**src/rtl/bank_burst_pkg.sv**
```systemverilog
// -----------------------------------------------------------------------------
// bank_burst_pkg
// Shared types and helpers for the bank burst master.
//   state_e : burst controller states (IDLE, ISSUE, DRAIN, DONE)
//   bank_w  : width of a bank index for a given bank count (minimum 1 bit)
// -----------------------------------------------------------------------------
package bank_burst_pkg;

   typedef enum logic [1:0] {
      IDLE  = 2'd0,
      ISSUE = 2'd1,
      DRAIN = 2'd2,
      DONE  = 2'd3
   } state_e;

   // Bank index width; a single-bank slot still carries a 1-bit index.
   function automatic int bank_w(input int num_banks);
      if (num_banks > 1) begin
         return $clog2(num_banks);
      end else begin
         return 1;
      end
   endfunction

endpackage

```
**src/rtl/bank_burst_master_chk.sv**
```systemverilog
// -----------------------------------------------------------------------------
// bank_burst_master_chk
// Protocol checker for the bank burst master (simulation only, no logic).
// Ports:
//   clk, rstn         clock, asynchronous active-low reset
//   rsp_valid         read return strobe from the slot
//   outstanding_zero  no read command is awaiting its return
//   fifo_push         read buffer push request
//   fifo_pop          read buffer pop request
//   fifo_full         read buffer full flag
// -----------------------------------------------------------------------------
module bank_burst_master_chk (
   input logic clk,
   input logic rstn,
   input logic rsp_valid,
   input logic outstanding_zero,
   input logic fifo_push,
   input logic fifo_pop,
   input logic fifo_full
);

   // A read return with nothing outstanding is dropped by the master.
   a_rsp_expected : assert property (@(posedge clk) disable iff (!rstn)
      rsp_valid |-> !outstanding_zero);

   // Credit accounting must never push into a full buffer without a pop.
   a_fifo_no_overflow : assert property (@(posedge clk) disable iff (!rstn)
      (fifo_push && fifo_full) |-> fifo_pop);

endmodule

```
**src/rtl/bank_burst_rd_fifo.sv**
```systemverilog
// -----------------------------------------------------------------------------
// bank_burst_rd_fifo
// Synchronous first-word-fall-through FIFO holding read returns until the
// consumer takes them. The head word is visible whenever empty is low.
// Push and pop in the same cycle are accepted, including when full.
// Ports:
//   clk, rstn        clock, asynchronous active-low reset
//   push, push_data  write side (ignored when full and not popping)
//   pop              read side (ignored when empty)
//   head             current head word
//   empty, full      occupancy flags
//   count            number of stored words (0..DEPTH)
// -----------------------------------------------------------------------------
module bank_burst_rd_fifo #(
   parameter  int DEPTH = 8,
   parameter  int WIDTH = 32,
   localparam int PTR_W = $clog2(DEPTH),
   localparam int CNT_W = PTR_W + 1
) (
   input  logic             clk,
   input  logic             rstn,
   input  logic             push,
   input  logic [WIDTH-1:0] push_data,
   input  logic             pop,
   output logic [WIDTH-1:0] head,
   output logic             empty,
   output logic             full,
   output logic [CNT_W-1:0] count
);

   logic [WIDTH-1:0] mem_r [DEPTH];
   logic [PTR_W-1:0] wr_ptr_r;
   logic [PTR_W-1:0] rd_ptr_r;
   logic [CNT_W-1:0] count_r;
   logic             push_ok_s;
   logic             pop_ok_s;

   assign empty     = (count_r == '0);
   assign full      = (count_r == CNT_W'(DEPTH));
   assign pop_ok_s  = pop && !empty;
   // A pop in the same cycle frees the slot the push needs.
   assign push_ok_s = push && (!full || pop_ok_s);
   assign head      = mem_r[rd_ptr_r];
   assign count     = count_r;

   // Pointer and occupancy tracking; power-of-two depth lets pointers wrap freely.
   always_ff @(posedge clk or negedge rstn) begin
      if (!rstn) begin
         wr_ptr_r <= '0;
         rd_ptr_r <= '0;
         count_r  <= '0;
      end else begin
         if (push_ok_s) begin
            wr_ptr_r <= wr_ptr_r + PTR_W'(1);
         end
         if (pop_ok_s) begin
            rd_ptr_r <= rd_ptr_r + PTR_W'(1);
         end
         case ({push_ok_s, pop_ok_s})
            2'b10:   count_r <= count_r + CNT_W'(1);
            2'b01:   count_r <= count_r - CNT_W'(1);
            default: count_r <= count_r;
         endcase
      end
   end

   // Storage array; contents are only observed through count, so no reset.
   always_ff @(posedge clk) begin
      if (push_ok_s) begin
         mem_r[wr_ptr_r] <= push_data;
      end
   end

endmodule

```
**src/rtl/bank_burst_master.sv**
```systemverilog
// -----------------------------------------------------------------------------
// bank_burst_master
// Initiator for one bank RAM bus slot. A descriptor (op, bank, addr, len)
// becomes a stream of word commands. Writes forward a valid/ready write
// stream straight onto the command channel; reads are credit-limited so
// every return has a guaranteed slot in the read buffer, which is presented
// as a first-word-fall-through valid/ready stream.
// Configuration macro: BANK_BURST_INTERLEAVE_EN
//   defined   : bank = (base_bank + i) mod NUM_BANKS, address steps each
//               time the bank index wraps to 0
//   undefined : bank fixed at base_bank, address steps every word
// Ports:
//   clk, rstn                      clock, asynchronous active-low reset
//   start, op_write, base_bank,
//   base_addr, len                 descriptor, sampled in IDLE only
//   busy, done                     status; done is a one-cycle pulse
//   wr_valid/wr_ready/wr_data      write data stream (sink)
//   rd_valid/rd_ready/rd_data      read data stream (source)
//   cmd_valid/cmd_ready, cmd_we,
//   cmd_bank, cmd_addr, cmd_wdata  slot command channel
//   rsp_valid, rsp_data            in-order read returns, no backpressure
// -----------------------------------------------------------------------------
module bank_burst_master
   import bank_burst_pkg::*;
#(
   parameter  int NUM_BANKS     = 5,
   parameter  int ADDR_WIDTH    = 9,
   parameter  int DATA_WIDTH    = 32,
   parameter  int LEN_WIDTH     = 12,
   parameter  int RD_FIFO_DEPTH = 8,
   localparam int BANK_W        = bank_w(NUM_BANKS)
) (
   input  logic                  clk,
   input  logic                  rstn,
   input  logic                  start,
   input  logic                  op_write,
   input  logic [BANK_W-1:0]     base_bank,
   input  logic [ADDR_WIDTH-1:0] base_addr,
   input  logic [LEN_WIDTH-1:0]  len,
   output logic                  busy,
   output logic                  done,
   input  logic                  wr_valid,
   output logic                  wr_ready,
   input  logic [DATA_WIDTH-1:0] wr_data,
   output logic                  rd_valid,
   input  logic                  rd_ready,
   output logic [DATA_WIDTH-1:0] rd_data,
   output logic                  cmd_valid,
   input  logic                  cmd_ready,
   output logic                  cmd_we,
   output logic [BANK_W-1:0]     cmd_bank,
   output logic [ADDR_WIDTH-1:0] cmd_addr,
   output logic [DATA_WIDTH-1:0] cmd_wdata,
   input  logic                  rsp_valid,
   input  logic [DATA_WIDTH-1:0] rsp_data
);

   localparam int CNT_W = $clog2(RD_FIFO_DEPTH) + 1;
   localparam int CRD_W = CNT_W + 1;

   state_e                state_r;
   state_e                state_s;
   logic                  op_write_r;
   logic [BANK_W-1:0]     bank_r;
   logic [ADDR_WIDTH-1:0] addr_r;
   logic [LEN_WIDTH-1:0]  cmd_left_r;
   logic [LEN_WIDTH-1:0]  pop_left_r;
   logic [CNT_W-1:0]      outstanding_r;

   logic [CNT_W-1:0]      fifo_count_s;
   logic                  fifo_empty_s;
   logic                  fifo_full_s;
   logic [CRD_W-1:0]      credits_s;
   logic                  credit_ok_s;
   logic                  cmd_valid_s;
   logic                  wr_ready_s;
   logic                  cmd_fire_s;
   logic                  rsp_ok_s;
   logic                  pop_fire_s;
   logic                  last_cmd_s;
   logic                  last_pop_s;
   logic [BANK_W-1:0]     bank_nxt_s;
   logic [ADDR_WIDTH-1:0] addr_nxt_s;

   // Words already requested but not yet consumed; capped at the buffer depth.
   assign credits_s   = CRD_W'(outstanding_r) + CRD_W'(fifo_count_s);
   assign credit_ok_s = (credits_s < CRD_W'(RD_FIFO_DEPTH));
   // Returns with nothing outstanding are dropped instead of buffered.
   assign rsp_ok_s    = rsp_valid && (outstanding_r != '0);
   assign cmd_fire_s  = cmd_valid_s && cmd_ready;
   assign pop_fire_s  = !fifo_empty_s && rd_ready;
   assign last_cmd_s  = (cmd_left_r == LEN_WIDTH'(1));
   assign last_pop_s  = (pop_left_r == LEN_WIDTH'(1));

   // Next-state and command/write-stream handshake decode.
   always_comb begin
      state_s     = state_r;
      cmd_valid_s = 1'b0;
      wr_ready_s  = 1'b0;
      case (state_r)
         IDLE: begin
            if (start) begin
               if (len == '0) begin
                  state_s = DONE;
               end else begin
                  state_s = ISSUE;
               end
            end else begin
               state_s = IDLE;
            end
         end
         ISSUE: begin
            if (op_write_r) begin
               cmd_valid_s = wr_valid;
               wr_ready_s  = cmd_ready;
            end else begin
               cmd_valid_s = credit_ok_s;
               wr_ready_s  = 1'b0;
            end
            if (cmd_valid_s && cmd_ready && last_cmd_s) begin
               if (op_write_r) begin
                  state_s = DONE;
               end else begin
                  state_s = DRAIN;
               end
            end else begin
               state_s = ISSUE;
            end
         end
         DRAIN: begin
            if (pop_fire_s && last_pop_s) begin
               state_s = DONE;
            end else begin
               state_s = DRAIN;
            end
         end
         DONE: begin
            state_s = IDLE;
         end
         default: begin
            state_s = IDLE;
         end
      endcase
   end

   // Position of the word after the current one.
   always_comb begin
      bank_nxt_s = bank_r;
      addr_nxt_s = addr_r;
`ifdef BANK_BURST_INTERLEAVE_EN
      if (bank_r >= BANK_W'(NUM_BANKS - 1)) begin
         bank_nxt_s = '0;
         addr_nxt_s = addr_r + ADDR_WIDTH'(1);
      end else begin
         bank_nxt_s = bank_r + BANK_W'(1);
         addr_nxt_s = addr_r;
      end
`else
      bank_nxt_s = bank_r;
      addr_nxt_s = addr_r + ADDR_WIDTH'(1);
`endif
   end

   // Controller state register.
   always_ff @(posedge clk or negedge rstn) begin
      if (!rstn) begin
         state_r <= IDLE;
      end else begin
         state_r <= state_s;
      end
   end

   // Descriptor capture, address walk and per-burst word counters.
   always_ff @(posedge clk or negedge rstn) begin
      if (!rstn) begin
         op_write_r <= 1'b0;
         bank_r     <= '0;
         addr_r     <= '0;
         cmd_left_r <= '0;
         pop_left_r <= '0;
      end else begin
         case (state_r)
            IDLE: begin
               if (start) begin
                  op_write_r <= op_write;
                  bank_r     <= base_bank;
                  addr_r     <= base_addr;
                  cmd_left_r <= len;
                  pop_left_r <= op_write ? '0 : len;
               end
            end
            ISSUE: begin
               if (cmd_fire_s) begin
                  bank_r     <= bank_nxt_s;
                  addr_r     <= addr_nxt_s;
                  cmd_left_r <= cmd_left_r - LEN_WIDTH'(1);
               end
               if (pop_fire_s && (pop_left_r != '0)) begin
                  pop_left_r <= pop_left_r - LEN_WIDTH'(1);
               end
            end
            DRAIN: begin
               if (pop_fire_s && (pop_left_r != '0)) begin
                  pop_left_r <= pop_left_r - LEN_WIDTH'(1);
               end
            end
            default: begin
               cmd_left_r <= cmd_left_r;
            end
         endcase
      end
   end

   // Reads in flight; an accept and a return in the same cycle cancel out.
   always_ff @(posedge clk or negedge rstn) begin
      if (!rstn) begin
         outstanding_r <= '0;
      end else begin
         case ({cmd_fire_s && !op_write_r, rsp_ok_s})
            2'b10:   outstanding_r <= outstanding_r + CNT_W'(1);
            2'b01:   outstanding_r <= outstanding_r - CNT_W'(1);
            default: outstanding_r <= outstanding_r;
         endcase
      end
   end

   bank_burst_rd_fifo #(
      .DEPTH (RD_FIFO_DEPTH),
      .WIDTH (DATA_WIDTH)
   ) u_rd_fifo (
      .clk       (clk),
      .rstn      (rstn),
      .push      (rsp_ok_s),
      .push_data (rsp_data),
      .pop       (pop_fire_s),
      .head      (rd_data),
      .empty     (fifo_empty_s),
      .full      (fifo_full_s),
      .count     (fifo_count_s)
   );

   bank_burst_master_chk u_chk (
      .clk              (clk),
      .rstn             (rstn),
      .rsp_valid        (rsp_valid),
      .outstanding_zero (outstanding_r == '0),
      .fifo_push        (rsp_ok_s),
      .fifo_pop         (pop_fire_s),
      .fifo_full        (fifo_full_s)
   );

   assign busy      = (state_r != IDLE);
   assign done      = (state_r == DONE);
   assign cmd_valid = cmd_valid_s;
   assign wr_ready  = wr_ready_s;
   assign cmd_we    = op_write_r;
   assign cmd_bank  = bank_r;
   assign cmd_addr  = addr_r;
   assign cmd_wdata = wr_data;
   assign rd_valid  = !fifo_empty_s;

endmodule

```
**config.mk**
```make
export PLATFORM = sky130hd
export DESIGN_NAME = bank_burst_master
export DESIGN_NICKNAME = d
export VERILOG_FILES = /design/src/rtl/bank_burst_pkg.sv /design/src/rtl/bank_burst_master_chk.sv /design/src/rtl/bank_burst_rd_fifo.sv /design/src/rtl/bank_burst_master.sv
export SDC_FILE = /design/constraint.sdc
export NUM_CORES = 1
export LEC_CHECK = 0
export CORE_UTILIZATION = 45
export DETAILED_ROUTE_END_ITERATION = 7
export GPL_ROUTABILITY_DRIVEN = 0
export PLACE_DENSITY = 0.71
export SLEW_MARGIN = 5
export SYNTH_ARGS = -nofsm -noshare
export SYNTH_HDL_FRONTEND = slang
export SYNTH_SLANG_ARGS = --single-unit
export TNS_END_PERCENT = 50
```
**constraint.sdc**
```tcl
create_clock -name clk -period 4 [get_ports clk]
set_input_delay 0.6 -clock clk [delete_from_list [all_inputs] [get_ports clk]]
set_output_delay 0.6 -clock clk [all_outputs]
set_load 0.01 [all_outputs]
```
==> impl_metrics.toml <==
[setup_path]
r2r_slack_ps = 1330
end_kind = "output port"
r2r_end = "u_rd_fifo.count[3]"
r2r_start = "outstanding_r[0]"
arrival_ps = 2900
crit_fanout = 31
worstSetupPathType = "register to output port"
crit_required_ps = 3400
rr_worst_depth = 8
startpoint_type = "register"

[synth]
synthMostInstantiatedCell = "edfxtp_1"
synth_xor_area_share_pct = 0.585
netlist_area_um2 = 13500
seq_area_frac_synth_pct = 66.9
yosys.area.top_type = "edfxtp_1"
ys_async_sr_fraction_pct = 17.2
avgSynthCellArea_um2 = 16.5
synth_compound_area_share_pct = 5.23
synth-seq-cells = 309
yosysWarnings = 0
synth_cells = 815
synth.area.top_cells = "edfxtp_1, mux4_2, dfrtp_1"
synth_top_family_by_area = "multiplexers"
synthMuxAreaShare_pct = 14.6
syn_nets = 932
synth_edf_count = 256
synth_fa_ha_area_share_pct = 2.06
yosys.area_share.simple_pct = 6.66
synth_commonest_cells = "edfxtp_1, mux4_2, dfrtp_1"
ys.flop_type = "edfxtp_1"
yosysTopAreaCellShare_pct = 57.0
synth.distinct_cells = 65

[clock_tree]
cts_htree_levels = 2
post_cts_resized = 0
clk_latency_ps = 520
root_buffer = "clkbuf_16"
cts_tree = "yes"
cts_setup_buffers = 0
clock-sinks = 309
ctsHoldBuffers = 0
cts_buffers = 34
cts.reportedPaths.clkPinSlew_ps = 60
clock_path_buffers = 3

[finish]
fin_util_pct = 55.4
fillers = 2254
areaGrowthSynthToFinish_pct = 19.5
diodes = 0
final_nets = 1039
postLayoutCellArea_um2 = 16100
layout-drive-gt1-share_pct = 22.0
seq_area_um2 = 9020
multiInputGateArea_um2 = 3980

[floorplan]
io_pins = 178
die_area_um2 = 30600
chipHeight_um = 175
num_rows = 62
die_w_um = 175
core_um2 = 29100
initial_core_util_pct = 46.3

[global_route]
grt_pass1_wl_um = 43500
grt_max_degree = 38
gr-total-overflow = 0
antenna_found_initial = 0
track_usage_pct = 18.4
first_global_vias = 7795

[power_and_ir_drop]
seqPwrFrac_pct = 38.1
swShare_pct = 31.7
p_clk_share_pct = 25.6
power.density_nw_per_um2 = 757
power_frac_comb_pct = 36.3
internal_power_w = 0.00832
p_sw_w = 0.00387
vdd_drop_max_v = 0.000359
power.leakage_nw = 5.56

[route]
vias = 7582
totalWireLength_um = 27900
vias_per_cell = 5.70
antenna_left = 0
wl_per_cell_um = 20.9
drt_iter0_drc = 682
drcViolationCount = 0
first_pass_iters = 5

[placed_design]
dp_hpwl_um = 17600
port_buffers = 113
place_area_um2 = 15000

[sta]
finalSetupViolCount = 0
hold_viol_final = 0
rsz0062_at_grt = "false"
tightest_slew_ps = 932
fin_worst_skew_ps = 14.9
maxSlewViolCount = 0
period_share_pct = 87.4
holdWs_ps = 208
slew-limit-headroom_pct = 37.1
period_needed_ps = 3500
clock.fmax_mhz = 286

[worst_hold_path]
hp-class = "primary input to async pin"

[outcome]
status = "complete, no violations"

[run]
maxCapViolCount = 0
-- layout make-up --
cell class | instances | share of cell area, %
Timing Repair Buffer | 139 | 8.51
Sequential cell | 309 | 56.0
Clock buffer | 39 | 5.46
Clock inverter | 21 | 1.51
Tap cell | 384 | 2.98
Inverter | 36 | 0.839
Multi-Input combinational cell | 402 | 24.7
-- cell families (layout without fill, tap and decap cells) --
family / after synthesis / after routing
adders and majority gates: 21 / 21
AOI/OAI and AO/OA: 99 / 99
and+or+nand+nor: 161 / 161
DFF: 309 / 309
xor gates and xnor gates: 9 / 9
buffers and inverters: 104 / 235
muxes: 112 / 112
-- stage by stage --
stage                     TNS, ps  total power, W  worst slack [ps]  instances
final                           0          0.0122               505       1330
after global routing            0          0.0128               348       1330
after CTS                       0          0.0123               433       1330
after detailed placement        0         0.00917               967       1270
after global placement          0         0.00909               993       1270
after floorplan             -9020         0.00748             -99.9        815
-- layer usage --
layer / wire length, µm / vias to the layer above / GRT usage (%)
met3: 1500 / 37 / 2.92
met5: 0 / - / 0
met1: 12100 / 3871 / 25.1
li1: - / 3431 / -
met2: 13800 / 243 / 30.9
met4: 468 / 0 / 4.86
-- critical path, stage by stage (launching register included) --
cell             delay (ps)
dfrtp_4                 700
buf_12                  310
mux4_2                  570
mux2_2                  280
clkdlybuf4s50_1         470
-- cells in the final DEF, fill, tap and decap left out, drive strengths merged, types with 14 or more instances in the layout --
cell           instances
a21oi                 14
buf                   27
clkbuf                39
clkdlybuf4s50        112
dfrtp                 53
edfxtp               256
ha                    19
inv                   39
mux2                  41
mux4                  64
nand2                 33
nor2                  26
nor3                  22
o21ai                 21
-- how the worst max path moves through the flow --
stage,start,to,slack [ps],cells after the start
floorplan,rsp_valid,u_rd_fifo.mem_r[4][0],-100,4
CTS,u_rd_fifo.rd_ptr_r[0],rd_data[29],430,4
global placement,u_rd_fifo.rd_ptr_r[0],rd_data[29],990,4
detailed placement,rd_ready,u_rd_fifo.count[3],970,9
finish,u_rd_fifo.rd_ptr_r[0],rd_data[27],500,4
global route,u_rd_fifo.rd_ptr_r[0],rd_data[29],350,4
-- power groups by stage --
stage,logic [W],registers (W),clock network [W]
2_1_floorplan,0.00297,0.00451,0
3_3_place_gp,0.00441,0.00468,0
3_5_place_dp,0.00447,0.00471,0
4_1_cts,0.00449,0.00465,0.00318
5_1_grt,0.00480,0.00473,0.00330
6_report,0.00442,0.00465,0.00312
-- flip-flops by register name, summed over array words and instances (netlist names) --
signal	count
cmd_addr	9
cmd_bank	3
cmd_left_r	12
cmd_we	1
outstanding_r	4
pop_left_r	12
state_r	2
u_rd_fifo.count	4
u_rd_fifo.mem_r	256
u_rd_fifo.rd_ptr_r	3
u_rd_fifo.wr_ptr_r	3
(Power assumes the default switching activity.)
